`src/rtl/demux_1to4_reg.sv`:
```
// Registered 1-to-4 demultiplexer: steers one source word into one of four holding registers.
// Latency: one cycle from accept to out_valid/out_data on the target channel.
// Backpressure: in_ready drops only while the target channel is full and its consumer is stalled.
module demux_1to4_reg #(
    parameter int WIDTH = 16
) (
    input  logic             clk,
    input  logic             rst,
    input  logic [WIDTH-1:0] in_data,
    input  logic [1:0]       in_sel,
    input  logic             in_valid,
    output logic             in_ready,
    input  logic             auto_mode,
    output logic [WIDTH-1:0] out_data0,
    output logic [WIDTH-1:0] out_data1,
    output logic [WIDTH-1:0] out_data2,
    output logic [WIDTH-1:0] out_data3,
    output logic [3:0]       out_valid,
    input  logic [3:0]       out_ready,
    output logic [1:0]       rr_ptr,
    output logic [7:0]       xfer_count
);

    logic [WIDTH-1:0] data_q [4];
    logic [3:0]       valid_q;
    logic [1:0]       rr_q;
    logic [7:0]       count_q;

    logic [1:0]       target;
    logic             accept;
    logic [3:0]       load;

    // Ready is a function of held state and out_ready only, never of in_valid/in_data.
    always_comb begin
        target   = auto_mode ? rr_q : in_sel;
        in_ready = !valid_q[target] || out_ready[target];
        accept   = in_valid && in_ready;
        load     = 4'b0000;
        if (accept) begin
            load[target] = 1'b1;
        end
    end

    always_ff @(posedge clk or posedge rst) begin
        if (rst) begin
            for (int i = 0; i < 4; i++) begin
                data_q[i] <= '0;
            end
            valid_q <= 4'b0000;
            rr_q    <= 2'd0;
            count_q <= 8'd0;
        end else begin
            for (int i = 0; i < 4; i++) begin
                if (load[i]) begin
                    data_q[i] <= in_data;
                end
            end
            // A load wins over a same-cycle drain, sustaining one word per cycle per channel.
            valid_q <= (valid_q & ~out_ready) | load;
            if (accept) begin
                count_q <= count_q + 8'd1;
                if (auto_mode) begin
                    rr_q <= rr_q + 2'd1;
                end
            end
        end
    end

    assign out_data0  = data_q[0];
    assign out_data1  = data_q[1];
    assign out_data2  = data_q[2];
    assign out_data3  = data_q[3];
    assign out_valid  = valid_q;
    assign rr_ptr     = rr_q;
    assign xfer_count = count_q;

endmodule

```
`config.mk`:
```
export PLATFORM = sky130hd
export DESIGN_NAME = demux_1to4_reg
export DESIGN_NICKNAME = d
export VERILOG_FILES = /design/src/rtl/demux_1to4_reg.sv
export SDC_FILE = /design/constraint.sdc
export NUM_CORES = 1
export LEC_CHECK = 0
export BUFFER_PORTS_ARGS = -buffer_cell sky130_fd_sc_hd__buf_2
export CAP_MARGIN = 20
export CORE_MARGIN = 2
export CORE_UTILIZATION = 45
export CTS_CLUSTER_SIZE = 25
export DETAILED_ROUTE_END_ITERATION = 16
export GPL_TIMING_DRIVEN = 0
export PLACE_DENSITY = 0.76
export SLEW_MARGIN = 20
export SYNTH_ARGS = -nofsm -noshare
export SYNTH_HDL_FRONTEND = slang
export SYNTH_SLANG_ARGS = --single-unit
```
`constraint.sdc`:
```
create_clock -name clk -period 2.23 [get_ports clk]
set_input_delay 0.3345 -clock clk [delete_from_list [all_inputs] [get_ports clk]]
set_output_delay 0.3345 -clock clk [all_outputs]
set_load 0.05 [all_outputs]
```
=== Word level (Yosys, flattened, before mapping) ===
Cells that the tools add are included.

* Bits in registers: 78
* Latch bits: 0
* Bits in writable memories: 0
* ROM bits: 0
* Output and inout port bits: 79
* Word-level logic and storage cells: 27
* Memories: 0

* Add/sub/neg operators: 2
* Multipliers: 0
* Divide/modulo/power cells: 0
* Order comparisons: 2
* Eq/ne operators: 0
* Shift operators: 0
* Multiplexer cells: 8
* Bitwise gates (word level): 3
* Reduce and logical (&&, ||, !) cells: 5

{| class="wikitable"
|+ Operators by type and width
! cell !! number
|-
| $add 8x1->8 const B || 1
|-
| $and 4x4->4 || 1
|-
| $bmux 1 s2 || 2
|-
| $mux 4 || 1
|-
| $not 4->4 || 1
|-
| $or 4x4->4 || 1
|-
| $lt 2x3->1 const B || 1
|-
| $mux 1 || 3
|-
| $add 2x1->2 const B || 1
|-
| $demux 1 s2 || 1
|-
| $ge 2x1->1 const B || 1
|-
| $logic_and 1x1->1 || 2
|-
| $mux 2 || 1
|-
| $reduce_and 2->1 || 1
|-
| $logic_not 1->1 || 1
|-
| $logic_or 1x1->1 || 1
|}

=== Logic depth before layout (Yosys ltp) ===
Gate-level depths: netlist of run 1.

* Word-level depth: 8
* Depth in mapped cells: 5

=== Worst setup path after synthesis of run 1 ===
OpenSTA, ideal clock, no wires.

* Path type: register to register
* Start point: reg rr_q[1] (netlist: rr_ptr[1])
* End point: reg count_q[1] (netlist: xfer_count[1])
* Data arrival time: 1.991 ns
* Path slack: 0.114 ns
* Stages on the path, launching flop included: 6
* Period minus slack after synthesis: 2.116 ns
* Path through: dfrtp_1 mux2_4 mux4_2 buf_6 nand2_4 mux2_4

* Cells in the longest elaborated chain, start to end: 6
* Elaborated cells on any way between the ends: 8
* Classes of those cells: mux (5); reduce/logical (3)

{| class="wikitable"
|+ Ends and longest elaborated chain
! element !! line !! RTL
|-
| start, declared || 26 || <nowiki>logic [1:0] rr_q;</nowiki>
|-
| start signal, assigned || 63 || <nowiki>rr_q <= rr_q + 2'd1;</nowiki>
|-
| $mux 2 * || 35 || <nowiki>target = auto_mode ? rr_q : in_sel;</nowiki>
|-
| $bmux 1 s2 || 36 || <nowiki>in_ready = !valid_q[target] || out_ready[target];</nowiki>
|-
| $mux 1 (not written as such) || 36 ||
|-
| $logic_not 1->1 || 36 ||
|-
| $logic_or 1x1->1 * || 36 ||
|-
| named net in_ready || 12 || <nowiki>output logic in_ready,</nowiki>
|-
| $logic_and 1x1->1 * || 37 || <nowiki>accept = in_valid && in_ready;</nowiki>
|-
| end signal, assigned || 61 || <nowiki>count_q <= count_q + 8'd1;</nowiki>
|-
| end, declared || 27 || <nowiki>logic [7:0] count_q;</nowiki>
|}

Mark *: on every way through the listed nets, which the timed path passes. The rest lies on a longest branch. The select of a mux whose other input is x is not followed.
A chain may end at the register's enable or synchronous reset.

=== Worst setup path after layout of run 1 ===
* Start point: reg rr_q[1] (netlist: rr_ptr[1])
* End point: out in_ready

* Cells in the longest elaborated chain, start to end: 5
* Elaborated cells on any way between the ends: 7
* Classes of those cells: mux (5); reduce/logical (2)

{| class="wikitable"
|+ Ends and longest elaborated chain
! element !! line
|-
| $mux 2 * || 35
|-
| $bmux 1 s2 || 36
|-
| $mux 1 (not written as such) || 36
|-
| $logic_not 1->1 || 36
|-
| $logic_or 1x1->1 * || 36
|-
| end, declared || 12
|}

Mark *: on every way between the ends. The rest lies on a longest branch, timed or not. The select of a mux whose other input is x is not followed.

==> metrics, run 1 <==
most frequent cell after synthesis=dfrtp_1; DRC viols=0; Crit. End Element=output pin; Hold Buf Count CTS=0; Critical Path Fanout Max=9; FF+latch count, synth=78; Ys Warns=0; worst-path cell chain=mux2_4 > mux4_2 > buf_6 > buf_4; buffer depth of the longest clock path=2; async set-reset flop share out of synthesis=100%; CTS root buf=clkbuf_8; Starting Density=46.0%; violation count after the first detailed-route iteration=53; pin slew with the least headroom to its limit=0.504 ns; Crit Path Category=reg -> out; share of layout cells above drive strength 1=64.2%; Final Max Tran Viols=0; DRT Wirelength=6620 um; Synth Flop Type=dfrtp_1; die height=86.9 um; Synth-to-Final Area Change=27.9%; die area=7550 um^2; FP Rows=30; reg2reg start=rr_ptr[1]$_DFFE_PP0P_; largest net degree at the start of global routing=34; Top delay family on crit path=multiplexers; Synth top area share=63.2%; vias in the first global route=2001; sequential fraction of the synthesis area=63.2%; initial antenna violation count=0; first-pass GRT wire length=10400 um; min Tclk post-route=2.18 ns; Post-layout nets=335; max cap viols=0; GPL Wtd Cong=0.768; RSZ-0062 raised after global routing=false; Cell variety after synth=24; Worst-Skew Late Latency=0.35 ns; H-tree level count=3; via-per-instance ratio=5.07; IO Pins=105; GRT overflow=0; TritonCTS clock tree=built; Placeable Area=6720 um^2; Crit path depth=4; Yosys top cell by area=dfrtp_1; clock skew=0.00972 ns; clk sinks=78; die width=86.9 um; Largest stage delay, worst path=0.45 ns; status=finished clean; EDFF count, synth=0; Syn Inst Count=191; Post-Syn Area=3090 um^2; cts bufs inserted=9; Hold WC Path Type=in -> async; GRT Total Usage=18.6%; post-route ant nets=0; Clock transition at path regs=0.08 ns; final core utilization=58.8%; antenna diode count=0; fin cells=393; DP Wirelength=4720 um; crit path from=rr_ptr[1]$_DFFE_PP0P_; top post-synthesis cells by area=dfrtp_1 (63%), mux2_2 (23%), xnor2_1 (2.6%), nand3_4 (1.1%), mux2_4 (0.97%); Req. time, crit path=1.90 ns; startpoint type of the worst setup path=flop; final period utilization=97.6%; commonest cells in the netlist=dfrtp_1 (78), mux2_2 (64), xnor2_1 (9), nand2_1 (5); PortBufs=103; drt first pass iters=4; FF-to-FF End=out_data0[1]$_DFFE_PP0P_; post-route setup TNS=0 ns; reg-to-reg slack, setup=0.18 ns; Final Hold Viols=0; syn_nets=218; vias=1994; slowest library cell on the worst path=mux4_2; final setup vio count=0; R2R depth=5; Setup crit end=in_ready; Critical Path AT=1.84 ns; Filler cells=555; max frequency=459 MHz; detail-routed net length per standard cell=16.8 um; mean post-synth cell area=16.2 um^2; dpl cells=376; Slew headroom=66.3%; CP bufs+invs=2
[per-stage QoR]
step	hold WS (ns)	worst slack, ns	cell area (um^2)
after global routing	0.0387	0.00773	3950
after global placement	0.458	0.178	3710
after detailed placement	0.400	0.0889	3750
final	0.0153	0.0532	3950
after CTS	0.0193	0.0298	3950
after floorplan	0.485	0.114	3090
[per-layer routing]
layer / vias up / share of wire, % / track usage (%)
met3: 12 / 5.2 / 4.36
met5: - / 0 / 0
met2: 62 / 49 / 29.8
met4: 0 / 2.1 / 9.66
li1: 909 / - / -
met1: 1011 / 44 / 23.7
[cell families (layout without fill, tap and decap cells)]
logic type	Yosys count	after routing	synth area share (%)
adder cells (fa/ha/maj)	1	1	0.405
AO/OA/AOI/OAI	1	1	0.283
AND/OR/NAND/NOR	26	26	6.23
flip-flops	78	78	63.2
multiplexers	69	69	25.8
XOR/XNOR	9	9	2.55
buffers and inverters	7	129	1.58
[layout make-up]
cell class / count / area, um^2 / area share (%)
repair buffers: 106 / 566 / 14.3
well taps: 80 / 100 / 2.53
multi-input cells: 106 / 1100 / 27.8
inverters: 1 / 7.51 / 0.190
clock inverters: 4 / 47.5 / 1.20
plain buffers: 6 / 45.0 / 1.14
flip-flops and latches: 78 / 1950 / 49.4
clock buffers: 12 / 135 / 3.42
[cells in the final DEF, fill, tap and decap left out, types with 3 or more instances in the layout]
master and n:
xnor2_1 9, clkbuf_1 3, nand2b_1 4, dfrtp_1 78
nand3_1 4, clkbuf_8 9, buf_2 105, mux2_2 64
nand2_1 5, buf_4 3
[how the worst min path moves through the flow]
stage | end | slack, ns | depth (start not counted)
finish | out_data3[0]$_DFFE_PP0P_ | 0.02 | 2
global route | out_data3[6]$_DFFE_PP0P_ | 0.04 | 2
CTS | out_data3[0]$_DFFE_PP0P_ | 0.02 | 2
detailed placement | out_data3[0]$_DFFE_PP0P_ | 0.40 | 2
global placement | xfer_count[7]$_DFFE_PP0P_ | 0.46 | 1
floorplan | out_data1[10]$_DFFE_PP0P_ | 0.48 | 1
[flip-flops by register name (all words and copies together) (netlist names)]
name	cells
out_valid	4
xfer_count	8
rr_ptr	2
out_data3	16
out_data2	16
out_data1	16
out_data0	16
[worst register-to-register path, stage by stage, from the launching register on]
cell and delay, ns:
dfrtp_1 0.39, buf_4 0.15, mux2i_1 0.38, nand4_2 0.36, buf_2 0.35, mux2_2 0.30
[timing repair]
action,in CTS,in global routing
gates resized for setup,2,0
setup endpoints to repair,1,0
buffers inserted,1,0
Power of run 1 is left out: the tool's default activity adds up to more than one toggle a clock period on the data nets, which glitch-free logic cannot reach.
==> inputs of run 2 (changes only) <==
--- a/config.mk
+++ b/config.mk
@@ -12,7 +12,8 @@
 export CTS_CLUSTER_SIZE = 25
 export DETAILED_ROUTE_END_ITERATION = 16
 export GPL_TIMING_DRIVEN = 0
-export PLACE_DENSITY = 0.76
+export PLACE_DENSITY_LB_ADDON = 0.15
+export SETUP_SLACK_MARGIN = 0.5
 export SLEW_MARGIN = 20
 export SYNTH_ARGS = -nofsm -noshare
 export SYNTH_HDL_FRONTEND = slang
==> run 2 against run 1 <==
Against the previous run: critical path depth is the same; design area grew 8.3%; final cell count grew 3.1%; die area is the same; non-clock buffer count grew 12; via count grew 0.95%; clock skew grew 0.0013 ns; global-route usage shrank 0.37 points; sequential share of layout area shrank 3.7 points; core utilization grew 4.9 points; critical endpoint unchanged; largest cell class unchanged.
==> metrics, run 2 (synthesis results as in run 1) <==
final setup vio count=0; IO Pins=105; Crit Path Category=reg -> out; Critical Path AT=1.77 ns; Filler cells=532; reg-to-reg slack, setup=0.20 ns; Setup WS post-layout=0.123 ns; final core utilization=63.7%; sequential standard cell area=1960 um^2; Setup WS pre-CTS=0.0876 ns; final period utilization=94.5%; startpoint type of the worst setup path=flop; buffer depth of the longest clock path=2; DRT Wirelength=6640 um; Worst-Skew Late Latency=0.35 ns; die area=7550 um^2; clock skew=0.0110 ns; RSZ-0062 raised after global routing=true; drt first pass iters=4; Post-layout nets=347; Final Max Tran Viols=0; pin slew with the least headroom to its limit=0.430 ns; commonest non-fill, non-tap cells in the layout=buf_2 (102), dfrtp_1 (74), mux2_2 (64); GPL Wtd Cong=0.734; worst-path cell chain=mux2_4 > mux4_2 > buf_12 > buf_12; CTS root buf=clkbuf_8; max frequency=475 MHz; Slew headroom=71.2%; die width=86.9 um; violation count after the first detailed-route iteration=30; PortBufs=103; post-route setup TNS=0 ns; antenna diode count=0; Req. time, crit path=1.90 ns; DP Wirelength=4510 um; die height=86.9 um; first-pass GRT wire length=10400 um; initial antenna violation count=0; fin cells=405; Synth-to-Final Area Change=38.5%; share of layout cells above drive strength 1=70.2%; Final Hold Viols=0; GRT Total Usage=18.3%; Hold WC Path Type=in -> reg; GRT overflow=0; via-per-instance ratio=4.97; most common cell after layout, fill and taps aside=buf_2; Clock transition at path regs=0.08 ns; vias=2013; largest net degree at the start of global routing=33; Critical Path Fanout Max=2; dpl cells=376; detail-routed net length per standard cell=16.4 um; Largest stage delay, worst path=0.46 ns; status=finished clean; TritonCTS clock tree=built; Crit. End Element=output pin; R2R depth=7; max cap viols=0; H-tree level count=3; FP Rows=30; Multi-input gate area=1220 um^2; slowest library cell on the worst path=mux4_2; clk sinks=78; vias in the first global route=1994; cts bufs inserted=9; min Tclk post-route=2.11 ns; hold path cells=2; Placeable Area=6720 um^2; CP most frequent cell=buf_12; post-route ant nets=0; Starting Density=46.0%; DRC viols=0
-- run 2: cell count changes in the layout (fill, tap and decap cells not counted), sizes merged --
cell and change:
dlygate4sd3 +1, inv +1, buf +11, bufinv +2
clkbuf -1, clkinv -2
-- run 2: path summary, 6_finish.rpt --
| path | start | to |
|---|---|---|
| min in group asynchronous | rst | out_data1[1]$_DFFE_PP0P_ |
| hold reg to reg | xfer_count[7]$_DFFE_PP0P_ | xfer_count[7]$_DFFE_PP0P_ |
| setup / recovery | rr_ptr[1]$_DFFE_PP0P_ | in_ready |
| setup reg to reg | rr_ptr[1]$_DFFE_PP0P_ | xfer_count[1]$_DFFE_PP0P_ |
| hold / removal | in_data[2] | out_data0[2]$_DFFE_PP0P_ |
| max in group asynchronous | rst | out_valid[3]$_DFF_PP0_ |
-- run 2: layout make-up --
cell class	instances	share of cell area, %
plain buffers	6	1.78
clock buffers	11	3.07
clock inverters	5	2.49
inverters	1	0.175
multi-input cells	106	28.5
flip-flops and latches	78	45.7
well taps	80	2.34
repair buffers	118	15.9
-- run 2: timing repair --
item / 4_1_cts / 5_1_grt
endpoints found under the hold margin: 15 / 0
endpoints found under the setup margin: 29 / 34
buffers inserted: 4 / 8
hold buffers: 1 / 0
pin swaps: 0 / 8
resized for setup: 13 / 19
-- run 2: worst max-delay path: cells and delay by family (launching register included) --
kind / cells / cell delay [ns]
mux: 2 / 0.73
flops: 1 / 0.41
buf+inv: 2 / 0.29
-- run 2: through the flow --
stage,cell area [um^2],hold slack (ns)
2_1_floorplan,3120,0.485
3_3_place_gp,3730,0.457
3_5_place_dp,3770,0.366
4_1_cts,4110,0.242
5_1_grt,4280,0.247
6_report,4280,0.255
-- run 2: metal layers --
metal	global-route usage [%]	vias up	wire length, um
li1	-	940	-
met1	23.9	999	2910
met2	28.5	63	3230
met3	5.31	11	384
met4	7.67	0	106
met5	0	-	0
Power of run 2 is left out for the same reason.
